<file path="src/rtl/mem_access_unit.sv">
// mem_access_unit: MEM-stage load/store unit.
// Turns EX/MEM load/store control into a handshaked data-memory bus access.
// Drives big-endian byte lanes, extends load data, and holds the result until
// the pipeline advances.
// Optional LL/SC support is built when the macro MEM_LLSC_EN is defined.
module mem_access_unit #(
  parameter int ADDR_WIDTH = 30
) (
  input  logic                  clock,
  input  logic                  reset,
  input  logic                  M_MemRead,
  input  logic                  M_MemWrite,
  input  logic                  M_MemByte,
  input  logic                  M_MemHalf,
  input  logic                  M_MemSignExtend,
  input  logic [31:0]           M_Address,
  input  logic [31:0]           M_WriteData,
  input  logic                  M_Flush,
  input  logic                  M_StallIn,
  input  logic                  M_LLSC,
  input  logic                  M_Eret,
  input  logic                  DataMem_Ready,
  input  logic [31:0]           DataMem_In,
  output logic                  DataMem_Read,
  output logic [3:0]            DataMem_Write,
  output logic [ADDR_WIDTH-1:0] DataMem_Address,
  output logic [31:0]           DataMem_Out,
  output logic [31:0]           M_ReadData,
  output logic                  M_MemStall,
  output logic                  M_Exc_AdEL,
  output logic                  M_Exc_AdES
);

  typedef enum logic [1:0] {
    IDLE = 2'd0,
    WAIT = 2'd1,
    DONE = 2'd2
  } state_t;

  state_t      state;
  logic [31:0] rdata_q;
  logic        byte_q;
  logic        half_q;
  logic        sign_q;
  logic [1:0]  lane_q;
  logic        load_q;

  logic        word_acc;
  logic        misalign;
  logic        access;
  logic        req;

  // Big-endian lane enables: lane [3] is byte address 00.
  function automatic logic [3:0] lane_mask(input logic byt, input logic half,
                                           input logic [1:0] a);
    logic [3:0] m;
    if (byt) begin
      case (a)
        2'b00:   m = 4'b1000;
        2'b01:   m = 4'b0100;
        2'b10:   m = 4'b0010;
        default: m = 4'b0001;
      endcase
    end else if (half) begin
      m = a[1] ? 4'b0011 : 4'b1100;
    end else begin
      m = 4'b1111;
    end
    return m;
  endfunction

  // Right-justified store data replicated onto every candidate lane.
  function automatic logic [31:0] store_align(input logic byt, input logic half,
                                              input logic [31:0] d);
    logic [31:0] r;
    if (byt)       r = {4{d[7:0]}};
    else if (half) r = {2{d[15:0]}};
    else           r = d;
    return r;
  endfunction

  // Pick the addressed lane out of the read word and sign/zero extend it.
  function automatic logic [31:0] load_extend(input logic [31:0] din,
                                              input logic byt, input logic half,
                                              input logic sgn, input logic [1:0] a);
    logic signed [7:0]  b;
    logic signed [15:0] h;
    logic [31:0]        r;
    case (a)
      2'b00:   b = din[31:24];
      2'b01:   b = din[23:16];
      2'b10:   b = din[15:8];
      default: b = din[7:0];
    endcase
    h = a[1] ? din[15:0] : din[31:16];
    if (byt)       r = sgn ? 32'(b) : {24'd0, b};
    else if (half) r = sgn ? 32'(h) : {16'd0, h};
    else           r = din;
    return r;
  endfunction

  assign word_acc   = ~M_MemByte & ~M_MemHalf;
  assign misalign   = (word_acc & (|M_Address[1:0])) |
                      (M_MemHalf & ~M_MemByte & M_Address[0]);
  assign M_Exc_AdEL = M_MemRead  & misalign & ~M_Flush;
  assign M_Exc_AdES = M_MemWrite & misalign & ~M_Flush;
  assign access     = (M_MemRead | M_MemWrite) & ~M_Flush & ~misalign;

`ifdef MEM_LLSC_EN
  logic                  ll_bit;
  logic [ADDR_WIDTH-1:0] ll_addr;
  logic                  ll_q;
  logic                  sc_q;
  logic                  sc_req;
  logic                  sc_fail;

  // A failing SC never touches the bus; it reports 0 right away.
  assign sc_req     = access & M_MemWrite & M_LLSC;
  assign sc_fail    = sc_req & ~(ll_bit & (ll_addr == M_Address[ADDR_WIDTH+1:2]));
  assign req        = access & ~sc_fail;
  assign M_ReadData = ((state == IDLE) && sc_fail) ? 32'd0 : rdata_q;

  // LL bit: set by a completed LL, cleared by any SC issued in IDLE and by ERET.
  always_ff @(posedge clock or posedge reset) begin
    if (reset) begin
      ll_bit  <= 1'b0;
      ll_addr <= '0;
    end else begin
      if (state == WAIT && DataMem_Ready && ll_q) begin
        ll_bit  <= 1'b1;
        ll_addr <= DataMem_Address;
      end
      if ((state == IDLE && sc_req) || M_Eret)
        ll_bit <= 1'b0;
    end
  end

  // Remember whether the issued access is an LL or an SC.
  always_ff @(posedge clock or posedge reset) begin
    if (reset) begin
      ll_q <= 1'b0;
      sc_q <= 1'b0;
    end else if (state == IDLE && req) begin
      ll_q <= M_MemRead & M_LLSC;
      sc_q <= M_MemWrite & M_LLSC;
    end
  end
`else
  logic unused_llsc;
  assign unused_llsc = M_LLSC ^ M_Eret;
  assign req         = access;
  assign M_ReadData  = rdata_q;
`endif

  assign M_MemStall = (state == IDLE) ? req : (state == WAIT);

  // Access FSM: issue on the IDLE edge, wait for Ready, hold in DONE until MEM advances.
  always_ff @(posedge clock or posedge reset) begin
    if (reset) begin
      state           <= IDLE;
      DataMem_Read    <= 1'b0;
      DataMem_Write   <= 4'b0000;
      DataMem_Address <= '0;
      DataMem_Out     <= 32'd0;
      rdata_q         <= 32'd0;
      byte_q          <= 1'b0;
      half_q          <= 1'b0;
      sign_q          <= 1'b0;
      lane_q          <= 2'b00;
      load_q          <= 1'b0;
    end else begin
      unique case (state)
        IDLE: begin
          if (req) begin
            state           <= WAIT;
            DataMem_Read    <= M_MemRead;
            DataMem_Write   <= M_MemWrite ? lane_mask(M_MemByte, M_MemHalf, M_Address[1:0])
                                          : 4'b0000;
            DataMem_Address <= M_Address[ADDR_WIDTH+1:2];
            DataMem_Out     <= store_align(M_MemByte, M_MemHalf, M_WriteData);
            byte_q          <= M_MemByte;
            half_q          <= M_MemHalf;
            sign_q          <= M_MemSignExtend;
            lane_q          <= M_Address[1:0];
            load_q          <= M_MemRead;
          end
        end
        WAIT: begin
          if (DataMem_Ready) begin
            state         <= DONE;
            DataMem_Read  <= 1'b0;
            DataMem_Write <= 4'b0000;
            if (load_q)
              rdata_q <= load_extend(DataMem_In, byte_q, half_q, sign_q, lane_q);
`ifdef MEM_LLSC_EN
            else if (sc_q)
              rdata_q <= 32'd1;
`endif
          end
        end
        DONE: begin
          if (!M_StallIn)
            state <= IDLE;
        end
        default: state <= IDLE;
      endcase
    end
  end

endmodule

</file>
<file path="config.mk">
export PLATFORM = sky130hd
export DESIGN_NAME = mem_access_unit
export DESIGN_NICKNAME = d
export VERILOG_FILES = /design/src/rtl/mem_access_unit.sv
export SDC_FILE = /design/constraint.sdc
export NUM_CORES = 1
export LEC_CHECK = 0
export CAP_MARGIN = 5
export CORE_ASPECT_RATIO = 0.8
export CORE_MARGIN = 3
export CORE_UTILIZATION = 25
export CTS_BUF_LIST = sky130_fd_sc_hd__clkbuf_2 sky130_fd_sc_hd__clkbuf_4 sky130_fd_sc_hd__clkbuf_8
export DETAILED_ROUTE_END_ITERATION = 6
export PLACE_DENSITY = 0.52
export SLEW_MARGIN = 40
export SYNTH_ARGS = -nofsm -noshare
export SYNTH_HDL_FRONTEND = slang
export SYNTH_SLANG_ARGS = --single-unit
</file>
<file path="constraint.sdc">
create_clock -name clock -period 5.95 [get_ports clock]
set_input_delay 1.785 -clock clock [delete_from_list [all_inputs] [get_ports clock]]
set_output_delay 1.785 -clock clock [all_outputs]
set_load 0.01 [all_outputs]
</file>
==> run summary <==
Antenna-violating nets left -> 0
Slew headroom -> 46.4%
Leak -> 3.18 nW
Core outline area -> 20,000 µm²
Avg WL per Cell -> 17.6 µm
Hold buffer count at CTS -> 0
Initial antenna violation count -> 0
Ratio of cells with drive above 1 in the final layout -> 16.0%
Startpoint types -> input pin
Fin crit period -> 5.26 ns
Final Hold Violating Endpoints -> 0
Die area -> 22,300 µm²
Rows -> 46
Reg2reg setup slack -> 3.67 ns
Crit end category -> primary output
DR vias -> 4,081
Most frequent cells in the layout -> 207 x clkdlybuf4s50_1, 106 x dfrtp_1, 55 x nand2_1, 50 x a21oi_1, 35 x mux2_2
HPWL Detailed -> 11,800 µm
DP Cell Count -> 884
Largest cells by area after synthesis -> dfrtp_1 52%, mux2_2 7.7%, mux2_4 7.0%
Layout area overhead -> 49.4%
Initial Util -> 25.7%
Clock Skews -> 0.0103 ns
Fin util -> 38.4%
CTS resizes -> 0
Drt pass-1 iters -> 6
Clock-pin slew on the worst setup and hold paths -> 0.10 ns
Post-Place Worst Slack -> 0.687 ns
Setup Fix Bufs, Post-CTS -> 0
First-pass GRT wire length -> 25,400 µm
Vias in the first global route -> 4,316
GP Congestion -> 0.857
CTS max path bufs -> 2
CP Max Fanout -> 7
Largest net degree at the start of global routing -> 75
Final setup fails -> 0
Power per Cell Area -> 443 nW/µm²
Post-route DRC -> 0
CTS root buf -> clkbuf_8
Register bit count reported by yosys -> 107
CP required -> 4.16 ns
Vias per cell -> 4.53
WS Path Type -> input pin to primary output
Worst Path Arrival -> 3.47 ns
Yosys top cell by area -> dfrtp_1
Ant diodes -> 0
Worst Hold Class -> flip-flop to flip-flop
GRT Resource Usage Total -> 14.2%
Worst setup path startpoint -> M_Address[1]
Final wirelength -> 15,900 µm
Max cap viols -> 0
Cells after Synth -> 436
Commonest non-fill, non-tap cell in the layout -> clkdlybuf4s50_1
Synth unique cells -> 33
CP endpoint -> M_Exc_AdEL
End of the worst register-to-register path -> M_ReadData[3]
Warnings from Yosys -> 0
TritonCTS clock tree -> built
Period Utilization, post-route -> 88.4%
I/O Pins -> 210
H-tree Lvls -> 3
Seq/Total Area, Yosys -> 52.1%
I/O Buffers -> 207
RSZ-0062 raised after global routing -> false
WHS -> 0.487 ns
Reg2Reg Depth -> 4
F_max -> 190 MHz
Fin cells -> 900
Slack of the critical path -> 0.691 ns
Syn avg cell area -> 11.8 µm²
Final nets -> 739
Syn nets -> 544
CTS sink cnt -> 107
Synth top area share -> 52.1%
Mapped Area -> 5140 µm²
CTS Buf Count -> 9
DR iter-0 viols -> 178
DIE WIDTH -> 166 µm
Outcome -> completed
Critical register-to-register path startpoint -> lane_q[1]
Slew Viols, Final -> 0
Die Ht -> 134 µm
IR drop worst, VDD -> 210 µV
Setup TNS -> 0 ns
Clk_lat worst skew -> 0.37 ns
Grt ovf -> 0
Slew @ Worst Pin -> 0.803 ns
==> metal layers <==
metal / share of wire (%) / vias up / track usage [%]
met4: 0.98 / 0 / 3.02
met3: 7.2 / 12 / 4.45
met5: 0 / - / 0
li1: - / 1941 / -
met2: 46 / 137 / 22.4
met1: 46 / 1991 / 19.4
==> worst max-delay path, stage by stage <==
cell,delay [ns]
clkdlybuf4s50_1,0.60
nor2b_1,0.20
o21bai_2,0.09
nor2_1,0.12
and2_1,0.14
clkdlybuf4s50_1,0.54
==> layout make-up <==
cell class | instances | area [µm²]
fill | 1951 | 12300
sequential | 107 | 2680
multi-input combinational | 294 | 2270
timing repair buffer | 214 | 2130
tap | 264 | 330
clock buffer | 10 | 138
clock inverter | 6 | 111
inverter | 5 | 21.3
==> power by group <==
part	switching (W)	total, W	leakage (nW)	internal (W)
registers	0.000239	0.00128	1.27	0.00104
logic	0.000630	0.00158	1.78	0.000947
clock network	0.000255	0.000547	0.123	0.000292
==> registers in the layout, summed over array words and instances, names as in the netlist <==
name and flops:
load_q 1, DataMem_Out 32, lane_q 2, half_q 1, M_ReadData 32, state 2, DataMem_Write 4, DataMem_Address 30
sign_q 1, byte_q 1, DataMem_Read 1
==> cell families (layout without fill, tap and decap cells) <==
logic type,Yosys count,after routing,share of synthesized area [%]
AND/OR/NAND/NOR,86,86,7.96
multiplexers,95,95,23.6
buffers and inverters,35,235,3.92
AO/OA/AOI/OAI,113,113,12.4
flip-flops,107,107,52.1
==> cell usage after synthesis (all sizes together) <==
library cell / number
a211oi: 1
a21o: 2
a21oi: 50
a31o: 1
a31oi: 8
a41o: 1
and2: 5
buf: 21
clkbuf: 9
dfrtp: 107
inv: 5
mux2: 59
mux2i: 28
mux4: 8
nand2: 55
nand2b: 11
nand3: 3
nand3b: 1
nor2: 6
nor2b: 3
nor4: 1
o21ai: 41
o21bai: 2
o22a: 7
or2: 1
==> worst min-delay path by stage <==
stage,from,end,slack (ns),cells after the start
final,M_ReadData[24],M_ReadData[24],0.49,2
after global routing,M_ReadData[24],M_ReadData[24],0.52,2
after CTS,M_ReadData[24],M_ReadData[24],0.50,2
after detailed placement,M_ReadData[24],M_ReadData[24],0.47,2
after global placement,M_ReadData[23],M_ReadData[23],0.47,2
after floorplan,load_q,load_q,0.48,1
==> metrics by stage <==
stage / total power, W / area (µm²)
2_1_floorplan: 0.00203 / 5140
3_3_place_gp: 0.00287 / 7430
3_5_place_dp: 0.00289 / 7430
4_1_cts: 0.00347 / 7680
5_1_grt: 0.00364 / 7680
6_report: 0.00341 / 7680
Power figures use the tool's default switching activity.
